`src/rtl/pc_fetch_predictor.sv`:
```
// Fetch-stage PC generator with a direct-mapped BTB and 2-bit direction counters.
// Optional BTB_PERF_CNT_EN adds branch/mispredict performance counters.
module pc_fetch_predictor #(
   parameter int          ENTRIES  = 16,
   parameter logic [31:0] RESET_PC = 32'h0000_0000
) (
   input  logic        clk_i,
   input  logic        rst_ni,
   input  logic        stall_i,
   input  logic        mispredict_i,
   input  logic [31:0] pc_jump_i,
   input  logic        upd_valid_i,
   input  logic [31:0] upd_pc_i,
   input  logic        upd_taken_i,
   input  logic [31:0] upd_target_i,
   output logic [31:0] pc_if_o,
   output logic        pred_taken_o,
   output logic [31:0] pred_target_o
`ifdef BTB_PERF_CNT_EN
   ,
   output logic [31:0] perf_branches_o,
   output logic [31:0] perf_mispred_o
`endif
);

   localparam int IDX_W = $clog2(ENTRIES);
   localparam int TAG_W = 30 - IDX_W;

   logic             valid_q [ENTRIES];
   logic [1:0]       ctr_q   [ENTRIES];
   logic [TAG_W-1:0] tag_q   [ENTRIES];
   logic [31:0]      tgt_q   [ENTRIES];

   logic [31:0]      pc_if_q;
   logic [31:0]      pc_next;
   logic [IDX_W-1:0] look_idx;
   logic [IDX_W-1:0] upd_idx;
   logic [TAG_W-1:0] look_tag;
   logic [TAG_W-1:0] upd_tag;
   logic             look_hit;
   logic             upd_hit;
   logic             unused_upd_lsb;

   function automatic logic [1:0] ctr_inc(input logic [1:0] c);
      return (c == 2'b11) ? c : c + 2'b01;
   endfunction

   function automatic logic [1:0] ctr_dec(input logic [1:0] c);
      return (c == 2'b00) ? c : c - 2'b01;
   endfunction

   assign look_idx = pc_if_q[IDX_W+1:2];
   assign look_tag = pc_if_q[31:IDX_W+2];
   assign upd_idx  = upd_pc_i[IDX_W+1:2];
   assign upd_tag  = upd_pc_i[31:IDX_W+2];
   assign unused_upd_lsb = ^upd_pc_i[1:0];

   assign look_hit = valid_q[look_idx] && (tag_q[look_idx] == look_tag);
   assign upd_hit  = valid_q[upd_idx] && (tag_q[upd_idx] == upd_tag);

   assign pc_if_o       = pc_if_q;
   assign pred_taken_o  = look_hit && ctr_q[look_idx][1];
   assign pred_target_o = look_hit ? tgt_q[look_idx] : 32'h0;

   // Redirect beats stall, stall beats prediction, prediction beats sequential.
   always_comb begin
      pc_next = pc_if_q + 32'd4;
      if (mispredict_i)
         pc_next = pc_jump_i & 32'hFFFF_FFFC;
      else if (stall_i)
         pc_next = pc_if_q;
      else if (pred_taken_o)
         pc_next = pred_target_o;
   end

   always_ff @(posedge clk_i or negedge rst_ni) begin
      if (!rst_ni)
         pc_if_q <= RESET_PC;
      else
         pc_if_q <= pc_next;
   end

   always_ff @(posedge clk_i or negedge rst_ni) begin
      if (!rst_ni) begin
         for (int i = 0; i < ENTRIES; i++) begin
            valid_q[i] <= 1'b0;
            ctr_q[i]   <= 2'b01;
         end
      end else if (upd_valid_i) begin
         if (upd_hit)
            ctr_q[upd_idx] <= upd_taken_i ? ctr_inc(ctr_q[upd_idx]) : ctr_dec(ctr_q[upd_idx]);
         else if (upd_taken_i) begin
            valid_q[upd_idx] <= 1'b1;
            ctr_q[upd_idx]   <= 2'b10;
         end
      end
   end

   // Tag/target carry no reset; valid gates their use. A taken hit rewrites an identical tag.
   always_ff @(posedge clk_i) begin
      if (upd_valid_i && upd_taken_i) begin
         tag_q[upd_idx] <= upd_tag;
         tgt_q[upd_idx] <= upd_target_i;
      end
   end

`ifdef BTB_PERF_CNT_EN
   logic [31:0] perf_branches_q;
   logic [31:0] perf_mispred_q;

   always_ff @(posedge clk_i or negedge rst_ni) begin
      if (!rst_ni) begin
         perf_branches_q <= 32'h0;
         perf_mispred_q  <= 32'h0;
      end else begin
         if (upd_valid_i)
            perf_branches_q <= perf_branches_q + 32'd1;
         if (mispredict_i)
            perf_mispred_q <= perf_mispred_q + 32'd1;
      end
   end

   assign perf_branches_o = perf_branches_q;
   assign perf_mispred_o  = perf_mispred_q;
`endif

endmodule

```
`config.mk`:
```
export PLATFORM = sky130hd
export DESIGN_NAME = pc_fetch_predictor
export DESIGN_NICKNAME = d
export VERILOG_FILES = /design/src/rtl/pc_fetch_predictor.sv
export SDC_FILE = /design/constraint.sdc
export NUM_CORES = 1
export LEC_CHECK = 0
export CORE_AREA = 2 2 288 290
export CTS_BUF_LIST = sky130_fd_sc_hd__clkbuf_8
export DETAILED_ROUTE_END_ITERATION = 8
export DIE_AREA = 0 0 290 292
export GPL_TIMING_DRIVEN = 1
export HOLD_SLACK_MARGIN = 0.12
export PLACE_DENSITY = 0.74
export SETUP_SLACK_MARGIN = 0.15
export SYNTH_ARGS = -nofsm -noshare
export SYNTH_HDL_FRONTEND = slang
export SYNTH_SLANG_ARGS = --single-unit
```
`constraint.sdc`:
```
create_clock -name clk_i -period 4.93 [get_ports clk_i]
set_input_delay 0.493 -clock clk_i [delete_from_list [all_inputs] [get_ports clk_i]]
set_output_delay 0.493 -clock clk_i [all_outputs]
set_load 0.03 [all_outputs]
```
==> impl_metrics.json, run 1 <==
{
  "outcome": "finished clean",
  "avgSynthCellArea_um2": 18.18,
  "tightest_slew_ns": 1.201,
  "die_w_um": 290,
  "synth_area_leader_cell": "edfxtp_1",
  "finalHoldViolations": 0,
  "power.density_mw_per_mm2": 381.6,
  "cap_violations": 0,
  "finClkSkew_ns": 0.04032,
  "synthMuxAreaShare_pct": 21.21,
  "seq_area_frac_synth_pct": 65.98,
  "ant_nets": 0,
  "synth.most_common_cell": "edfxtp_1",
  "vias_per_cell": 6.976,
  "max_slew_margin_pct": 19.60,
  "insertion_delay_ns": 0.86,
  "track_usage_pct": 30.91,
  "rsz0062_at_grt": "yes",
  "syn_inst": 2491,
  "synth-adder-area-share_pct": 0.07182,
  "synth-simple-area-share_pct": 5.400,
  "cp.required_ns": 4.44,
  "worst_slack_ns": 0.05688,
  "power.leakage_uw": 0.01758,
  "synth-edff-count": 928,
  "die_area_mm2": 0.08468,
  "nets": 2886,
  "syn_to_final_growth_pct": 17.11,
  "wirelength_um": 130000,
  "clkSlewWorstSetupHoldPaths_ns": 0.06,
  "max_freq_mhz": 205.2,
  "cp_max_fo": 7,
  "grt_max_degree": 99,
  "start_kind": "register",
  "cts-root-buf": "clkbuf_8",
  "fin_util_pct": 65.02,
  "ys_ff_latch": 1008,
  "numCtsBuffers": 162,
  "async_reset_ff_share_pct": 7.937,
  "finalCriticalPeriod_ns": 4.873,
  "cts_max_path_buffers": 3,
  "finalMaxSlewViolations": 0,
  "yosys_warnings": 0,
  "grt_pass1_wl_um": 188700,
  "setup_violations": 0,
  "ir_drop_mv": 0.2881,
  "post-route-drc-count": 0,
  "critPathCaptureType": "output pin",
  "ys_top_cells_by_area": "edfxtp_1 62%, mux4_2 19%, dfrtp_1 3.5%",
  "grt_pass1_vias": 27620,
  "nFillCells": 5386,
  "fin_setup_tns_ns": 0,
  "post-place-ws_ns": 0.2388,
  "final_layout_size_suffix_gt1_share_pct": 30.23,
  "finalCritPeriodShare_pct": 98.85,
  "gr-total-overflow": 0,
  "hold_class": "input port to register",
  "synth_area_mm2": 0.04530,
  "synth_xor_area_share_pct": 1.373,
  "cts_sinks": 1008,
  "ys_types": 72,
  "synth-compound-area-share_pct": 3.906,
  "worst_hold_slack_ns": 0.2232,
  "firstDrtPassIters": 8,
  "place_hpwl_um": 75960,
  "gp_congestion": 0.9197,
  "die_height_um": 292,
  "netlist.area_leader.share_pct": 61.52,
  "critPathKind": "register to output pin",
  "cp.arrival_ns": 4.38,
  "ys.flop_type": "edfxtp_1",
  "io_pins": 167,
  "coreArea_mm2": 0.08158,
  "finalNonFillerCells": 3986,
  "routed_wire_length_per_instance_um": 32.60,
  "rows": 105,
  "cts_tree": "done",
  "port_buffers": 162,
  "dp.cells": 3648,
  "cts-htree-levels": 4,
  "synth_fp_nets": 2594,
  "num_vias": 27806,
  "dr.first_iter.drc_count": 4193,
  "antenna_found_initial": 4,
  "synth_top_family_by_area": "multiplexers",
  "initial_core_util_pct": 55.52,
  "ys_top_cells_by_count": "928 x edfxtp_1, 381 x mux4_2, 140 x nand2_1, 89 x mux2i_1, 75 x clkbuf_1"
}
-- repair_timing --
action	4_1_cts	5_1_grt
cloned	7	1
endpoints found under the hold margin	40	0
gates resized for setup	65	18
endpoints found under the setup margin	33	37
buffers inserted	31	1
hold buffers	1	0
pin swaps	11	1
-- metrics by stage --
stage                     instance area, um^2  total power, uW
after floorplan                         45300            11780
after global placement                  48910            12850
after detailed placement                48910            12920
after CTS                               52950            20230
after global routing                    53050            20840
final                                   53050            20240
-- power breakdown --
part           switching [uW]  internal (uW)
clock network            3440           3720
logic                    1870           1520
registers                 175           9520
-- flip-flops by register name, indices dropped and copies added, names as in the netlist --
register,count
pc_if_o,32
tag_q,416
valid_q,16
ctr_q,32
tgt_q,512
-- path summary, 6_finish.rpt --
path	startpoint	endpoint	depth (start not counted)	slack, ns
max	pc_if_o[3]	pred_target_o[1]	13	0.06
min	mispredict_i	pc_if_o[3]	4	0.22
max reg2reg	pc_if_o[3]	pc_if_o[11]	18	0.16
min reg2reg	ctr_q[14]	ctr_q[14]	2	0.47
max in group asynchronous	rst_ni	pc_if_o[4]	3	3.62
min in group asynchronous	rst_ni	ctr_q[9]	2	0.33
-- layout make-up --
type | count | area (um^2) | share of cell area [%]
multi-input combinational | 1272 | 14860 | 28.01
clock inverter | 130 | 945.9 | 1.783
clock buffer | 165 | 2271 | 4.281
inverter | 35 | 132.6 | 0.2500
tap | 1070 | 1339 | 2.524
timing repair buffer | 304 | 3591 | 6.769
antenna | 2 | 5.005 | 0.009434
sequential | 1008 | 29900 | 56.37
-- layout by cell type (no fill, tap or decap), drive strengths merged, types with 39 or more instances in the layout --
cell | Yosys | final
and2 | 39 | 39
buf | 101 | 170
clkbuf | 75 | 168
clkdlybuf4s50 | 0 | 125
clkinv | 4 | 69
dfrtp | 64 | 64
edfxtp | 928 | 928
inv | 31 | 82
mux2i | 89 | 89
mux4 | 381 | 381
nand2 | 140 | 140
nand3 | 45 | 45
nor2 | 64 | 64
nor4 | 54 | 54
xnor2 | 56 | 56
-- critical path: stages (launching register included) --
cell	delay, ns
dfrtp_4	0.50
bufbuf_16	0.30
mux4_2	0.50
mux2i_1	0.31
nor3_1	0.09
nor4_2	0.42
and4_1	0.27
nand4_1	0.18
nor4_4	0.19
buf_6	0.19
buf_12	0.16
clkbuf_16	0.15
and2_4	0.13
buf_6	0.12
-- per-layer routing --
metal / GRT usage [%] / vias up / routed length (um)
li1: - / 10977 / -
met1: 42.18 / 14330 / 47250
met2: 48.38 / 2149 / 61550
met3: 7.429 / 346 / 15800
met4: 12.97 / 4 / 5320
met5: 0 / - / 27
-- kinds of logic after synthesis --
family                     after synthesis
buffers and inverters                  211
adders and majority gates                3
DFF                                   1008
xor gates and xnor gates                71
muxes                                  482
AOI/OAI and AO/OA                      246
and+or+nand+nor                        470
Power figures use the tool's default switching activity.
==> inputs of run 2 (changes only) <==
SETUP_SLACK_MARGIN = unset   (was 0.15)
==> run 2 against run 1 <==
Net effect:
- first-iteration DRC count rose by 1.7%
- sequential share of layout area up 0.45 points
- critical path depth is 1 lower
- clock skew down 0.0086 ns
- global-route usage decreased by 0.47 points
- core utilization decreased by 0.51 points
- combinational power is 3% lower
- hold slack got worse by 0.012 ns
- final cell count is 0.45% lower
- clock power shrank 4.3%
- largest cell class unchanged
- highest routed layer unchanged
==> impl_metrics.json, run 2 (synthesis gave the netlist of run 1 again) <==
{
  "outcome": "finished clean",
  "slowest_delay_ns": 0.56,
  "wirelength_um": 127900,
  "setup_violations": 0,
  "place_hpwl_um": 76910,
  "worst_slack_ns": 0.06212,
  "dr.first_iter.drc_count": 4265,
  "rows": 105,
  "finClkSkew_ns": 0.03169,
  "grt_pass1_wl_um": 186500,
  "finalCriticalPeriod_ns": 4.868,
  "max_freq_mhz": 205.4,
  "antenna_found_initial": 13,
  "syn_to_final_growth_pct": 16.19,
  "largest_reg_flops": 512,
  "critPathCaptureType": "output pin",
  "finalHoldViolations": 0,
  "io_pins": 167,
  "num_vias": 27366,
  "finalCritPeriodShare_pct": 98.74,
  "cp_max_fo": 17,
  "cp.arrival_ns": 4.37,
  "gp_congestion": 0.9311,
  "coreArea_mm2": 0.08158,
  "numCtsBuffers": 160,
  "insertion_delay_ns": 0.86,
  "ant_nets": 0,
  "die_area_mm2": 0.08468,
  "power.leakage_uw": 0.01742,
  "post-route-drc-count": 0,
  "port_buffers": 162,
  "cp_cell_sequence": "buf_12 -> buf_6 -> mux4_2 -> mux4_2 -> xnor2_4 -> and3_4 -> nand4_1 -> nor4_4 -> buf_6 -> buf_12 -> and2_1 -> buf_12",
  "tightest_slew_ns": 1.008,
  "cts_max_path_buffers": 3,
  "final_cell_mix": "928 x edfxtp_1, 381 x mux4_2, 167 x clkbuf_8",
  "power.density_mw_per_mm2": 376.7,
  "routed_wire_length_per_instance_um": 32.22,
  "grt_pass1_vias": 27655,
  "cp.required_ns": 4.44,
  "gr-total-overflow": 0,
  "crit_path_frequent_cell": "buf_12",
  "initial_core_util_pct": 55.52,
  "cts_sinks": 1008,
  "start_kind": "register",
  "critical_path.slowest_cell": "mux4_2",
  "finalNonFillerCells": 3968,
  "track_usage_pct": 30.43,
  "cts_tree": "done",
  "nets": 2874,
  "die_w_um": 290,
  "grt_max_degree": 101,
  "vias_per_cell": 6.897,
  "hold_class": "input port to asynchronous set/reset pin",
  "finalMaxSlewViolations": 0,
  "ir_drop_mv": 0.3067,
  "max_slew_margin_pct": 32.81,
  "cap_violations": 0,
  "critPathKind": "register to output pin",
  "firstDrtPassIters": 7,
  "cts-root-buf": "clkbuf_8",
  "reg_top3": "tgt_q: 512 flops, tag_q: 416 flops",
  "post-place-ws_ns": 0.4200,
  "dp.cells": 3656,
  "die_height_um": 292,
  "clkSlewWorstSetupHoldPaths_ns": 0.06,
  "largest_register": "tgt_q",
  "reg2reg_slack_ns": 0.82,
  "cts-htree-levels": 4,
  "nFillCells": 5414,
  "final_layout_size_suffix_gt1_share_pct": 28.77,
  "final_common_cell": "edfxtp_1"
}
## run 2: changes by cell type in the layout (fill, tap and decap cells not counted), sizes merged
cell	delta
clkinv	-14
inv	+10
buf	-5
bufbuf	-5
bufinv	-5
clkinvlp	-4
diode	+4
clkbuf	+1
## run 2: layer usage
layer	part of all wire [%]	wire length [um]	track usage, %	vias up
met3	12	15200	7.634	305
met5	0.014	18	0	-
li1	-	-	-	10969
met4	3.6	4587	10.79	4
met2	48	61170	48.01	2011
met1	37	46890	41.81	14077
## run 2: what timing repair did
action | 4_1_cts | 5_1_grt
hold buffers | 1 | 0
hold endpoints to repair | 47 | 0
resized for setup | 8 | 28
setup buffers | 12 | 8
pin swaps | 0 | 3
setup endpoints to repair | 33 | 33
cloned | 0 | 2
## run 2: path summary, 6_finish.rpt
kind,startpoint,endpoint,depth (start not counted)
max reg2reg,pc_if_o[2],pc_if_o[13],13
min,rst_ni,ctr_q[3],2
max,pc_if_o[3],pred_target_o[8],12
min reg2reg,ctr_q[12],ctr_q[12],2
min in group clk_i,mispredict_i,pc_if_o[20],3
max in group asynchronous,rst_ni,pc_if_o[4],3
## run 2: report_power, final
| part | leakage (uW) | switching (uW) | internal, uW |
|---|---|---|---|
| Combinational | 0.00636 | 1840 | 1460 |
| Sequential | 0.00929 | 164 | 9520 |
| Clock | 0.00176 | 3390 | 3450 |
## run 2: worst max-delay path, delay by kind of cell, from the launching register on
kind          cells  cell delay, ns
mux               2            1.08
xor+xnor          1            0.27
simple gates      4            0.92
flops             1            0.44
buf+inv           5            0.79
## run 2: cell type report
| type | instances | area, um^2 | share of cell area, % |
|---|---|---|---|
| antenna | 6 | 15.01 | 0.02853 |
| inverter | 35 | 132.6 | 0.2520 |
| timing repair buffer | 294 | 3440 | 6.535 |
| tap | 1070 | 1339 | 2.544 |
| clock inverter | 117 | 769.5 | 1.462 |
| clock buffer | 166 | 2285 | 4.341 |
| multi-input combinational | 1272 | 14750 | 28.02 |
| sequential | 1008 | 29900 | 56.82 |
## run 2: metrics by stage
step	util, %	instance area (um^2)	TNS, ns	total power [uW]	hold slack [ns]
floorplan	-	45300	0	11780	0.1974
global placement	60.18	49100	0	12880	0.4509
detailed placement	60.18	49100	0	12940	0.4607
CTS	64.18	52360	0	19790	0.1857
global route	64.50	52620	-0.3492	20440	0.2346
finish	64.51	52630	0	19830	0.2115
